File: src/rtl/execute_multicycle.sv
`default_nettype none
// ============================================================================
// Module  : execute_multicycle
// Purpose : Execute stage with forwarding, ALU, NZCV flags, conditional gating
//           and an optional iterative multiplier (enable with EXECUTE_MUL_EN).
// Revision: 1.0
// ============================================================================
module execute_multicycle #(
   parameter int WIDTH = 24
) (
   input  logic             clk,
   input  logic             rst,
   input  logic             valid_e,
   input  logic             flush_e,
   input  logic [2:0]       alu_control_e,
   input  logic             alu_src_e,
   input  logic             mov_src_e,
   input  logic             flag_write_e,
   input  logic             pc_src_e,
   input  logic             reg_write_e,
   input  logic             mem_write_e,
   input  logic             no_write_e,
   input  logic             branch_e,
   input  logic [2:0]       cond_e,
   input  logic [WIDTH-1:0] rd1_e,
   input  logic [WIDTH-1:0] rd2_e,
   input  logic [WIDTH-1:0] ext_e,
   input  logic [WIDTH-1:0] result_w,
   input  logic [WIDTH-1:0] alu_result_m,
   input  logic [1:0]       forward_ae,
   input  logic [1:0]       forward_be,
   output logic [WIDTH-1:0] alu_result_e,
   output logic [WIDTH-1:0] write_data_e,
   output logic             pc_src_m,
   output logic             reg_write_m,
   output logic             mem_write_m,
   output logic             branch_taken_e,
   output logic [3:0]       flags_q,
   output logic             stall_e
);

   localparam logic [2:0] c_OP_SUB  = 3'b001;
   localparam logic [2:0] c_OP_AND  = 3'b010;
   localparam logic [2:0] c_OP_OR   = 3'b011;
   localparam logic [2:0] c_OP_MUL  = 3'b100;
   localparam logic [2:0] c_OP_PASS = 3'b101;
   localparam logic [WIDTH-1:0] c_ZERO = '0;

   logic [WIDTH-1:0] w_fwd_a;
   logic [WIDTH-1:0] w_fwd_b;
   logic [WIDTH-1:0] w_a;
   logic [WIDTH-1:0] w_b;
   logic [WIDTH-1:0] w_b_eff;
   logic [WIDTH:0]   w_sum;
   logic [WIDTH-1:0] w_result;
   logic [WIDTH-1:0] w_mul_result;
   logic             w_cin;
   logic             w_c;
   logic             w_v;
   logic [3:0]       w_flags_new;
   logic             w_condex;
   logic             w_go;
   logic             w_stall;
   logic [3:0]       r_flags;

   always_comb begin
      case (forward_ae)
         2'b00:   w_fwd_a = rd1_e;
         2'b01:   w_fwd_a = result_w;
         2'b10:   w_fwd_a = alu_result_m;
         default: w_fwd_a = c_ZERO;
      endcase
      case (forward_be)
         2'b00:   w_fwd_b = rd2_e;
         2'b01:   w_fwd_b = result_w;
         2'b10:   w_fwd_b = alu_result_m;
         default: w_fwd_b = c_ZERO;
      endcase
   end

   assign w_a     = mov_src_e ? c_ZERO : w_fwd_a;
   assign w_b     = alu_src_e ? ext_e : w_fwd_b;
   assign w_cin   = (alu_control_e == c_OP_SUB);
   assign w_b_eff = w_cin ? ~w_b : w_b;
   assign w_sum   = {1'b0, w_a} + {1'b0, w_b_eff} + {{WIDTH{1'b0}}, w_cin};

   // Undefined opcodes fall into the default arm and behave as add.
   always_comb begin
      w_result = w_sum[WIDTH-1:0];
      w_c      = 1'b0;
      w_v      = 1'b0;
      case (alu_control_e)
         c_OP_AND:  w_result = w_a & w_b;
         c_OP_OR:   w_result = w_a | w_b;
         c_OP_MUL:  w_result = w_mul_result;
         c_OP_PASS: w_result = w_b;
         default: begin
            w_c = w_sum[WIDTH];
            w_v = (w_a[WIDTH-1] == w_b_eff[WIDTH-1]) && (w_sum[WIDTH-1] != w_a[WIDTH-1]);
         end
      endcase
   end

   assign w_flags_new = {w_result[WIDTH-1], (w_result == c_ZERO), w_c, w_v};

   always_comb begin
      case (cond_e)
         3'b000:  w_condex = 1'b1;
         3'b001:  w_condex = r_flags[2];
         3'b010:  w_condex = !r_flags[2];
         3'b011:  w_condex = (r_flags[3] == r_flags[0]);
         3'b100:  w_condex = (r_flags[3] != r_flags[0]);
         3'b101:  w_condex = !r_flags[2] && (r_flags[3] == r_flags[0]);
         3'b110:  w_condex = r_flags[2] || (r_flags[3] != r_flags[0]);
         default: w_condex = 1'b0;
      endcase
   end

   assign w_go = valid_e && w_condex && !flush_e && !w_stall;

   always_ff @(posedge clk or posedge rst) begin
      if (rst) begin
         r_flags <= 4'b0000;
      end else if (w_go && flag_write_e) begin
         r_flags <= w_flags_new;
      end
   end

`ifdef EXECUTE_MUL_EN
   localparam int CW = $clog2(WIDTH + 1);

   typedef enum logic [1:0] {
      S_IDLE = 2'd0,
      S_BUSY = 2'd1,
      S_DONE = 2'd2
   } state_t;

   state_t           r_state;
   logic [WIDTH-1:0] r_mcand;
   logic [WIDTH-1:0] r_mplier;
   logic [WIDTH-1:0] r_acc;
   logic [CW-1:0]    r_count;
   logic             w_accept;

   assign w_accept = valid_e && (alu_control_e == c_OP_MUL) && !flush_e;

   // Operands are latched at accept so forwarding sources may change under a stall.
   always_ff @(posedge clk or posedge rst) begin
      if (rst) begin
         r_state  <= S_IDLE;
         r_mcand  <= c_ZERO;
         r_mplier <= c_ZERO;
         r_acc    <= c_ZERO;
         r_count  <= '0;
      end else if (flush_e) begin
         r_state <= S_IDLE;
      end else begin
         case (r_state)
            S_IDLE: begin
               if (w_accept) begin
                  r_mcand  <= w_a;
                  r_mplier <= w_b;
                  r_acc    <= c_ZERO;
                  r_count  <= '0;
                  r_state  <= S_BUSY;
               end
            end
            S_BUSY: begin
               if (r_mplier[0]) begin
                  r_acc <= r_acc + r_mcand;
               end
               r_mcand  <= r_mcand << 1;
               r_mplier <= r_mplier >> 1;
               r_count  <= r_count + CW'(1);
               if (r_count == CW'(WIDTH - 1)) begin
                  r_state <= S_DONE;
               end
            end
            S_DONE:  r_state <= S_IDLE;
            default: r_state <= S_IDLE;
         endcase
      end
   end

   assign w_stall      = ((r_state == S_IDLE) && w_accept) || (r_state == S_BUSY);
   assign w_mul_result = r_acc;
`else
   assign w_stall      = 1'b0;
   assign w_mul_result = c_ZERO;
`endif

   assign alu_result_e   = w_result;
   assign write_data_e   = w_fwd_b;
   assign pc_src_m       = pc_src_e && w_go;
   assign reg_write_m    = reg_write_e && !no_write_e && w_go;
   assign mem_write_m    = mem_write_e && w_go;
   assign branch_taken_e = branch_e && w_go;
   assign flags_q        = r_flags;
   assign stall_e        = w_stall;

endmodule
`default_nettype wire

File: config.mk
export PLATFORM = sky130hd
export DESIGN_NAME = execute_multicycle
export DESIGN_NICKNAME = d
export VERILOG_FILES = /design/src/rtl/execute_multicycle.sv
export SDC_FILE = /design/constraint.sdc
export NUM_CORES = 1
export LEC_CHECK = 0
export CAP_MARGIN = 20
export CORE_MARGIN = 2
export CORE_UTILIZATION = 43
export CTS_CLUSTER_SIZE = 28
export DETAILED_ROUTE_END_ITERATION = 7
export PLACE_DENSITY = 0.88
export SYNTH_ARGS = -nofsm -noshare
export SYNTH_HDL_FRONTEND = slang
export SYNTH_SLANG_ARGS = --single-unit
File: constraint.sdc
create_clock -name clk -period 11.7 [get_ports clk]
set_input_delay 3.51 -clock clk [delete_from_list [all_inputs] [get_ports clk]]
set_output_delay 3.51 -clock clk [all_outputs]
set_load 0.01 [all_outputs]
Word-level counts from Yosys, hierarchy flattened
Index checks and enable logic that the tools add are counted.

storage, ports and cells
  input port bits = 142
  word-level logic and storage cells = 53
  output and inout port bits = 57
  flip-flop bits (word level) = 4

operators by class
  multiplexer cells = 9
  bitwise logic cells = 3
  add/subtract/negate cells = 2
  eq/ne operators = 19
  reductions and logical operators = 19

operators by type and width
  operator                                             count
  one-hot mux 24 bit (3 select lines)                  2
  one-hot mux 24 bit (4 select lines)                  1
  two-way mux 24 bit                                   3
  adder 24 x 24 -> 25 bit                              1
  adder 25 x 1 -> 25 bit                               1
  AND 24 bit                                           1
  logical NOT 24 bit                                   1
  NOT 24 bit                                           1
  OR 24 bit                                            1
  equality test 3 bit, second input constant           5
  equality test 3 x 2 -> 1 bit, second input constant  4
  logical AND 1 bit                                    10
  one-hot mux 1 bit (7 select lines)                   1
  equality test 3 x 1 -> 1 bit, second input constant  2
  equality test 2 x 1 -> 1 bit, second input constant  2
  equality test 2 bit, second input constant           2
  logical NOT 2 bit                                    2
  OR reduction 4 bit                                   1
  logical NOT 1 bit                                    3
  logical NOT 3 bit                                    1
  equality test 1 bit                                  2
  two-way mux 1 bit                                    2
  inequality test 1 bit                                2
  logical OR 1 bit                                     1

Depth between registers and ports, before layout
Gate-level depths: netlist of run 1.

  depth after elaboration = 10
  depth in mapped cells = 20
  mapped depth without buffers = 16

Least setup slack after synthesis of run 1
No wires, ideal clock.

  path kind = input to output
  from = input alu_src_e
  to = output alu_result_e[23]
  data required time = 8.190 ns
  arrival = 7.367 ns
  path slack = 0.823 ns
  path buffers = 5
  stages on the path = 17
  cells stage by stage = clkbuf_1 > clkbuf_1 > buf_1 > mux2i_1 > xnor2_1 > ha_1 > clkbuf_1 > a21o_1 > a21o_1 > a21oi_1 > nor2_1 > a211oi_1 > o31ai_4 > nand2b_1 > o22ai_1 > a221o_1 > buf_4

between the ends
  cells in the longest elaborated chain, start to end = 6
  elaborated cells between the ends (all ways) = 8
  classes of those cells = add/sub (2); mux (3); bitwise (3)

RTL lines
  element                                line  source
  start: declaration                     16    input logic alu_src_e,
  two-way mux 24 bit *                   82    assign w_b = alu_src_e ? ext_e : w_fwd_b;
  NOT 24 bit                             84    assign w_b_eff = w_cin ? ~w_b : w_b;
  two-way mux 24 bit                     84
  adder 24 x 24 -> 25 bit                85    assign w_sum = {1'b0, w_a} + {1'b0, w_b_eff} + {{WIDTH{1'b0}}, w_cin};
  adder 25 x 1 -> 25 bit                 85
  one-hot mux 24 bit (4 select lines) *  92    case (alu_control_e)
  end: declaration                       32    output logic [WIDTH-1:0] alu_result_e,

Every way passes the cells marked *; elsewhere a longest branch is shown, timed or not.

Final worst setup path of run 1
  from = input forward_be[0]
  to = output alu_result_e[22]

between the ends
  cells in the longest elaborated chain, start to end = 8
  elaborated cells between the ends (all ways) = 12
  classes of those cells = add/sub (2); eq/ne (2); mux (4); bitwise (3); reduce/logical (1)

RTL lines
  element                                            line  source
  start: declaration                                 31    input logic [1:0] forward_be,
  equality test 2 bit, or another cell as far along  73    case (forward_be)
  one-hot mux 24 bit (3 select lines) *              73
  two-way mux 24 bit *                               82
  NOT 24 bit                                         84
  two-way mux 24 bit                                 84
  adder 24 x 24 -> 25 bit                            85
  adder 25 x 1 -> 25 bit                             85
  one-hot mux 24 bit (4 select lines) *              92

Marked as above.

==> results of run 1 <==
synth_stat cells (all sizes together), types with 10 or more instances:
cell type,number,share of area
nor2,63,0.055
mux2i,60,0.14
o2bb2ai,10,0.020
xor2,19,0.039
a21oi,40,0.048
a21o,12,0.021
mux2,15,0.039
buf,18,0.024
ha,23,0.067
clkbuf,29,0.025
nor3,11,0.013
o21ai,53,0.062
xnor2,21,0.043
inv,22,0.019
maj3,12,0.029
a211oi,15,0.026
nand2,72,0.063
critical path, stage by stage:
cell and delay (ns):
clkdlybuf4s50_1 0.48, buf_4 0.20, nor2b_2 0.19, buf_8 0.21, o2bb2ai_1 0.17, mux2i_1 0.18, xnor2_1 0.16, ha_1 0.39
a2111o_1 0.42, o211ai_1 0.34, o311ai_1 0.15, a31o_2 0.27, a21oi_1 0.18, o21bai_1 0.12, xnor2_1 0.16, o221ai_2 0.23
clkdlybuf4s50_1 0.58
through the flow:
stage / worst slack [ns] / utilization / hold slack (ns) / cell area, µm²
after detailed placement: 0.01342 / 0.6659 / 0.4787 / 6479
final: 0.2293 / 0.6749 / 0.4824 / 6566
after global placement: 0.1702 / 0.6659 / 0.4758 / 6479
after global routing: 0.002202 / 0.6749 / 0.5097 / 6566
after CTS: 0.009401 / 0.6701 / 0.4859 / 6520
after floorplan: 0.8228 / - / 0.5168 / 4280
worst max-delay path by stage:
stage | to | slack [ns]
5_1_grt | alu_result_e[22] | 0.002
2_1_floorplan | alu_result_e[23] | 0.82
3_5_place_dp | alu_result_e[22] | 0.01
6_report | alu_result_e[22] | 0.23
4_1_cts | alu_result_e[22] | 0.009
3_3_place_gp | alu_result_e[22] | 0.17
layout by cell type, fill, tap and decap left out, types with 10 or more instances in the layout:
cell	instances
maj3_1	10
nor2_1	63
buf_4	37
clkdlybuf4s50_1	195
o2bb2ai_1	10
o21ai_1	24
o21ai_0	29
a211oi_1	14
nor3_1	11
nand2_1	72
inv_1	18
ha_1	23
mux2i_1	60
xnor2_1	21
xor2_1	19
a21oi_1	39
mux2_2	14
a21o_1	12
per-layer routing:
metal,global-route usage,up-vias,share of wire
met3,0.06293,72,0.080
met2,0.6325,346,0.49
met1,0.3931,2731,0.38
met5,0,-,0
li1,-,2717,-
met4,0.1737,0,0.050
cell families (layout without fill, tap and decap cells):
family,after synthesis,after routing,synth area share
xor+xnor,40,40,0.08185
mux,75,75,0.1798
other cells,1,1,0.0008761
buf+inv,69,260,0.06840
compound gates,204,204,0.3265
flops,4,4,0.02339
fa+ha+maj,36,36,0.1006
simple gates,201,201,0.2187
where the power goes:
| group | internal, mW | switching (mW) | total [mW] |
|---|---|---|---|
| clock | 0.0220 | 0.00770 | 0.0297 |
| sequential | 0.0166 | 0.00286 | 0.0195 |
| combinational | 0.199 | 0.207 | 0.406 |
| total | 0.237 | 0.217 | 0.455 |
cell type report:
class	count	area [µm²]
inverter	22	82.58
sequential	4	100.1
clock buffer	3	41.29
multi-input combinational	557	3906
tap	133	166.4
fill	874	3163
timing repair buffer	235	2270
what timing repair did:
item | in CTS | in global routing
endpoints found under the hold margin | 0 | 0
gates resized for setup | 0 | 6
setup endpoints to repair | 0 | 3
buffers inserted | 0 | 3
==> flow_metrics.tcl, run 1 <==
set metrics [dict create \
    num_antenna_cells 0 \
    wl_per_cell_um 20.89 \
    overflow 0 \
    nNetsFinal 989 \
    syn_avg_cell_area_um2 6.794 \
    start_util 0.4399 \
    finalCriticalPeriod_ns 11.47 \
    cp_max_fo 25 \
    die_area_um2 10770 \
    worst_slew_pin_slew_ns 1.054 \
    min_from "flags_q[1]$_DFFE_PP0P_" \
    grt_max_degree 31 \
    setup_viol 0 \
    core_area_um2 9729 \
    startpoint_type "primary input" \
    clock_path_buffers 2 \
    rsz0062_at_grt "no" \
    cts_buffers 3 \
    reg2reg_from "flags_q[0]$_DFFE_PP0P_" \
    crit_start "forward_be[0]" \
    slew_viol_final 0 \
    crit_arrival_ns 7.96 \
    synth_nets 796 \
    netlist_area_um2 4280 \
    wirelength_um 19930 \
    critPathRequiredTime_ns 8.19 \
    skew_ns 0.004546 \
    drc 0 \
    vias 5866 \
    drv_cap 0 \
    reg2reg_slack_ns 8.58 \
    largest_reg_flops 4 \
    ios 199 \
    cts_root_buf "clkbuf_8" \
    endpoint_kind "output port" \
    path_clk_slew_ns 0.03 \
    ir_worst_vdd_mv 0.04834 \
    min_path_cells 2 \
    drive_gt1_frac 0.08892 \
    hp-class "flip-flop to flip-flop" \
    status "complete, no violations" \
    antenna_found_initial 0 \
    h-tree-depth 1 \
    die-height_um 103.8 \
    min_period_over_period 0.9804 \
    p_leak_nw 2.810 \
    antenna_left 0 \
    gp_congestion 1.060 \
    synth_edf_count 0 \
    grt_pass1_vias 5909 \
    total_power_uw 454.9 \
    max_slew_margin 0.2948 \
    avgViaCountPerCell 6.149 \
    rr_worst_depth 10 \
    syn_inst 630 \
    ys_seq_area_frac 0.02338 \
    hold_path_end "flags_q[1]$_DFFE_PP0P_" \
    power_density_nw_per_um2 69.28 \
    synthFlopType "dfrtp_1" \
    cts.sinks 4 \
    hold_violations 0 \
    setup.worst_path.class "primary input to output port" \
    die_x_um 103.8 \
    area_growth_pct 53.41 \
    dp_hpwl_um 16210 \
    finalSetupTns_ns 0 \
    synth_seq_cells 4 \
    drt_iter0_markers 417 \
    finalNonFillerCells 954 \
    ctsHoldBuffers 0 \
    yosysUniqueCellTypes 73 \
    grt_pass1_wl_um 30670 \
    fmax_mhz 87.18 \
    io_buffers 197 \
    cts_tree "done" \
    dp.cells 948 \
    grtUsageTotal 0.3498 \
    ys_warn_count 0 \
    fp-row-count 36 \
    synth-async-reset-ratio 1.000 \
    clk_latency_ns 0.22 \
    r2r_end "flags_q[2]$_DFFE_PP0P_" \
    first_pass_iters 5 \
]
(Power assumes the default switching activity.)
==> run 2, diff against run 1 <==
--- a/config.mk
+++ b/config.mk
@@ -10,7 +10,9 @@
 export CORE_UTILIZATION = 43
 export CTS_CLUSTER_SIZE = 28
 export DETAILED_ROUTE_END_ITERATION = 7
+export MAX_ROUTING_LAYER = met4
 export PLACE_DENSITY = 0.88
 export SYNTH_ARGS = -nofsm -noshare
 export SYNTH_HDL_FRONTEND = slang
 export SYNTH_SLANG_ARGS = --single-unit
+export TNS_END_PERCENT = 100
==> run 2 against run 1 <==
- count of clock-buffer cells in the layout is the same
- sequential cell count is the same
- global-route usage shrank 0.20 points
- utilization shrank 0.090 points
- total power shrank 0.55%
- die area is the same
- sequential share of layout area is essentially flat
==> flow_metrics.tcl, run 2 (same netlist as run 1, synthesis figures left out) <==
set metrics [dict create \
    grt_pass1_wl_um 29530 \
    max_slew_margin 0.3668 \
    hold_violations 0 \
    num_antenna_cells 0 \
    min_period_over_period 0.9869 \
    clk_latency_ns 0.22 \
    fp-row-count 36 \
    start_util 0.4399 \
    power_density_nw_per_um2 68.99 \
    finalSetupTns_ns 0 \
    fmax_mhz 86.60 \
    cp_max_fo 16 \
    r2r_end "flags_q[2]$_DFFE_PP0P_" \
    path_common_cell "clkdlybuf4s50_1" \
    setup_viol 0 \
    placed_area_um2 6486 \
    wl_per_cell_um 20.29 \
    crit_cells 16 \
    overflow 0 \
    vias 5818 \
    hold-worst-slack_ns 0.4783 \
    largest_reg_flops 4 \
    dp.cells 949 \
    drv_cap 0 \
    critPathRequiredTime_ns 8.19 \
    multiInputGateArea_um2 3904 \
    drive_gt1_frac 0.08892 \
    startpoint_type "primary input" \
    pre_cts_ws_ns 0.1607 \
    drc 0 \
    reg2reg_slack_ns 8.66 \
    final_common_cell "clkdlybuf4s50_1" \
    cp_top_family "compound AO/OA/AOI/OAI gates" \
    clock_path_buffers 2 \
    hp-class "flip-flop to flip-flop" \
    final_cell_mix "clkdlybuf4s50_1, nand2_1, nor2_1, mux2i_1, a21oi_1" \
    slew_viol_final 0 \
    total_power_uw 452.4 \
    gp_congestion 1.152 \
    die_area_um2 10770 \
    final_area_um2 6558 \
    slowest_delay_ns 0.66 \
    seq_area_um2 100.1 \
    rr_worst_depth 10 \
    area_growth_pct 53.20 \
    worst_slack_ns 0.1529 \
    grtUsageTotal 0.3478 \
    utilization 0.6740 \
    finalCriticalPeriod_ns 11.55 \
    min_from "flags_q[1]$_DFFE_PP0P_" \
    cts_buffers 3 \
    min_path_cells 2 \
    path_cells "clkdlybuf4s50_1 -> buf_4 -> mux2i_1 -> o2bb2ai_1 -> mux2_2 -> xor2_1 -> ha_1 -> a2111o_1 -> o211ai_1 -> o311ai_1 -> a31o_2 -> a21oi_1 -> o21bai_1 -> xnor2_1 -> o221ai_1 -> clkdlybuf4s50_1" \
    cts_tree "done" \
    p_leak_nw 2.798 \
    cts_root_buf "clkbuf_8" \
    crit_path_top_delay_cell "clkdlybuf4s50_1" \
    reg2reg_from "flags_q[2]$_DFFE_PP0P_" \
    path_clk_slew_ns 0.03 \
    io_buffers 197 \
    drt_iter0_markers 454 \
    first_pass_iters 5 \
    finalNonFillerCells 954 \
    cp_num_buf_inv 3 \
    fillers 875 \
    rsz0062_at_grt "no" \
    die-height_um 103.8 \
    cts.sinks 4 \
    core_area_um2 9729 \
    grt_pass1_vias 5746 \
    die_x_um 103.8 \
    nNetsFinal 989 \
    antenna_left 0 \
    setup.worst_path.class "primary input to output port" \
    ios 199 \
    crit_arrival_ns 8.04 \
    worst_slew_pin_slew_ns 0.9463 \
    grt_max_degree 31 \
    endpoint_kind "output port" \
    h-tree-depth 1 \
    antenna_found_initial 0 \
    skew_ns 0.0003973 \
    avgViaCountPerCell 6.099 \
    status "complete, no violations" \
    dp_hpwl_um 16020 \
    wirelength_um 19350 \
    hold_path_end "flags_q[1]$_DFFE_PP0P_" \
    ir_worst_vdd_mv 0.04508 \
]
==> run 2: cell types whose count changed in the layout (fill, tap and decap cells not counted) <==
| cell | before | now |
|---|---|---|
| buf_6 | 0 | 1 |
| buf_8 | 1 | 0 |
| clkdlybuf4s50_1 | 195 | 196 |
| dlymetal6s2s_1 | 2 | 1 |
| mux2i_1 | 60 | 59 |
| mux2i_2 | 0 | 1 |
| o221ai_1 | 2 | 3 |
| o221ai_2 | 1 | 0 |
==> run 2: repair_timing <==
action / in CTS / in global routing
endpoints found under the setup margin: 0 / 3
resized for setup: 0 / 4
hold endpoints to repair: 0 / 0
setup buffers: 0 / 2
hold buffers: 0 / 0
==> run 2: worst reg2reg max path: cells and delay by family, from the launching register on <==
family | cells | cell delay [ns]
AO/OA/AOI/OAI | 5 | 1.18
flip-flops | 1 | 0.44
AND/OR/NAND/NOR | 5 | 1.30
==> run 2: power breakdown <==
group,switching [mW],internal [mW],leakage (nW)
registers,0.00225,0.0166,0.0535
clock network,0.00826,0.0220,0.0216
logic,0.205,0.198,2.72
total,0.216,0.237,2.80
==> run 2: cell type report <==
cell class / count / share of cell area
clock buffers: 3 / 0.006297
inverters: 22 / 0.01259
multi-input cells: 557 / 0.5953
flip-flops and latches: 4 / 0.01526
well taps: 133 / 0.02538
repair buffers: 235 / 0.3452
==> run 2: worst max path at each step <==
stage / startpoint / endpoint / slack [ns]
detailed placement: forward_be[1] / alu_result_e[22] / 0.16
finish: forward_be[1] / alu_result_e[22] / 0.15
floorplan: alu_src_e / alu_result_e[23] / 0.82
CTS: forward_be[1] / alu_result_e[22] / 0.15
global placement: forward_be[0] / alu_result_e[22] / 0.26
global route: forward_be[1] / alu_result_e[22] / 0.01
==> run 2: routing by layer <==
layer | wire, µm | global-route usage | up-vias
met5 | 0 | - | -
met4 | 964 | 0.1622 | 0
met3 | 1496 | 0.05223 | 77
met2 | 9416 | 0.6178 | 338
met1 | 7477 | 0.3825 | 2699
li1 | - | - | 2704
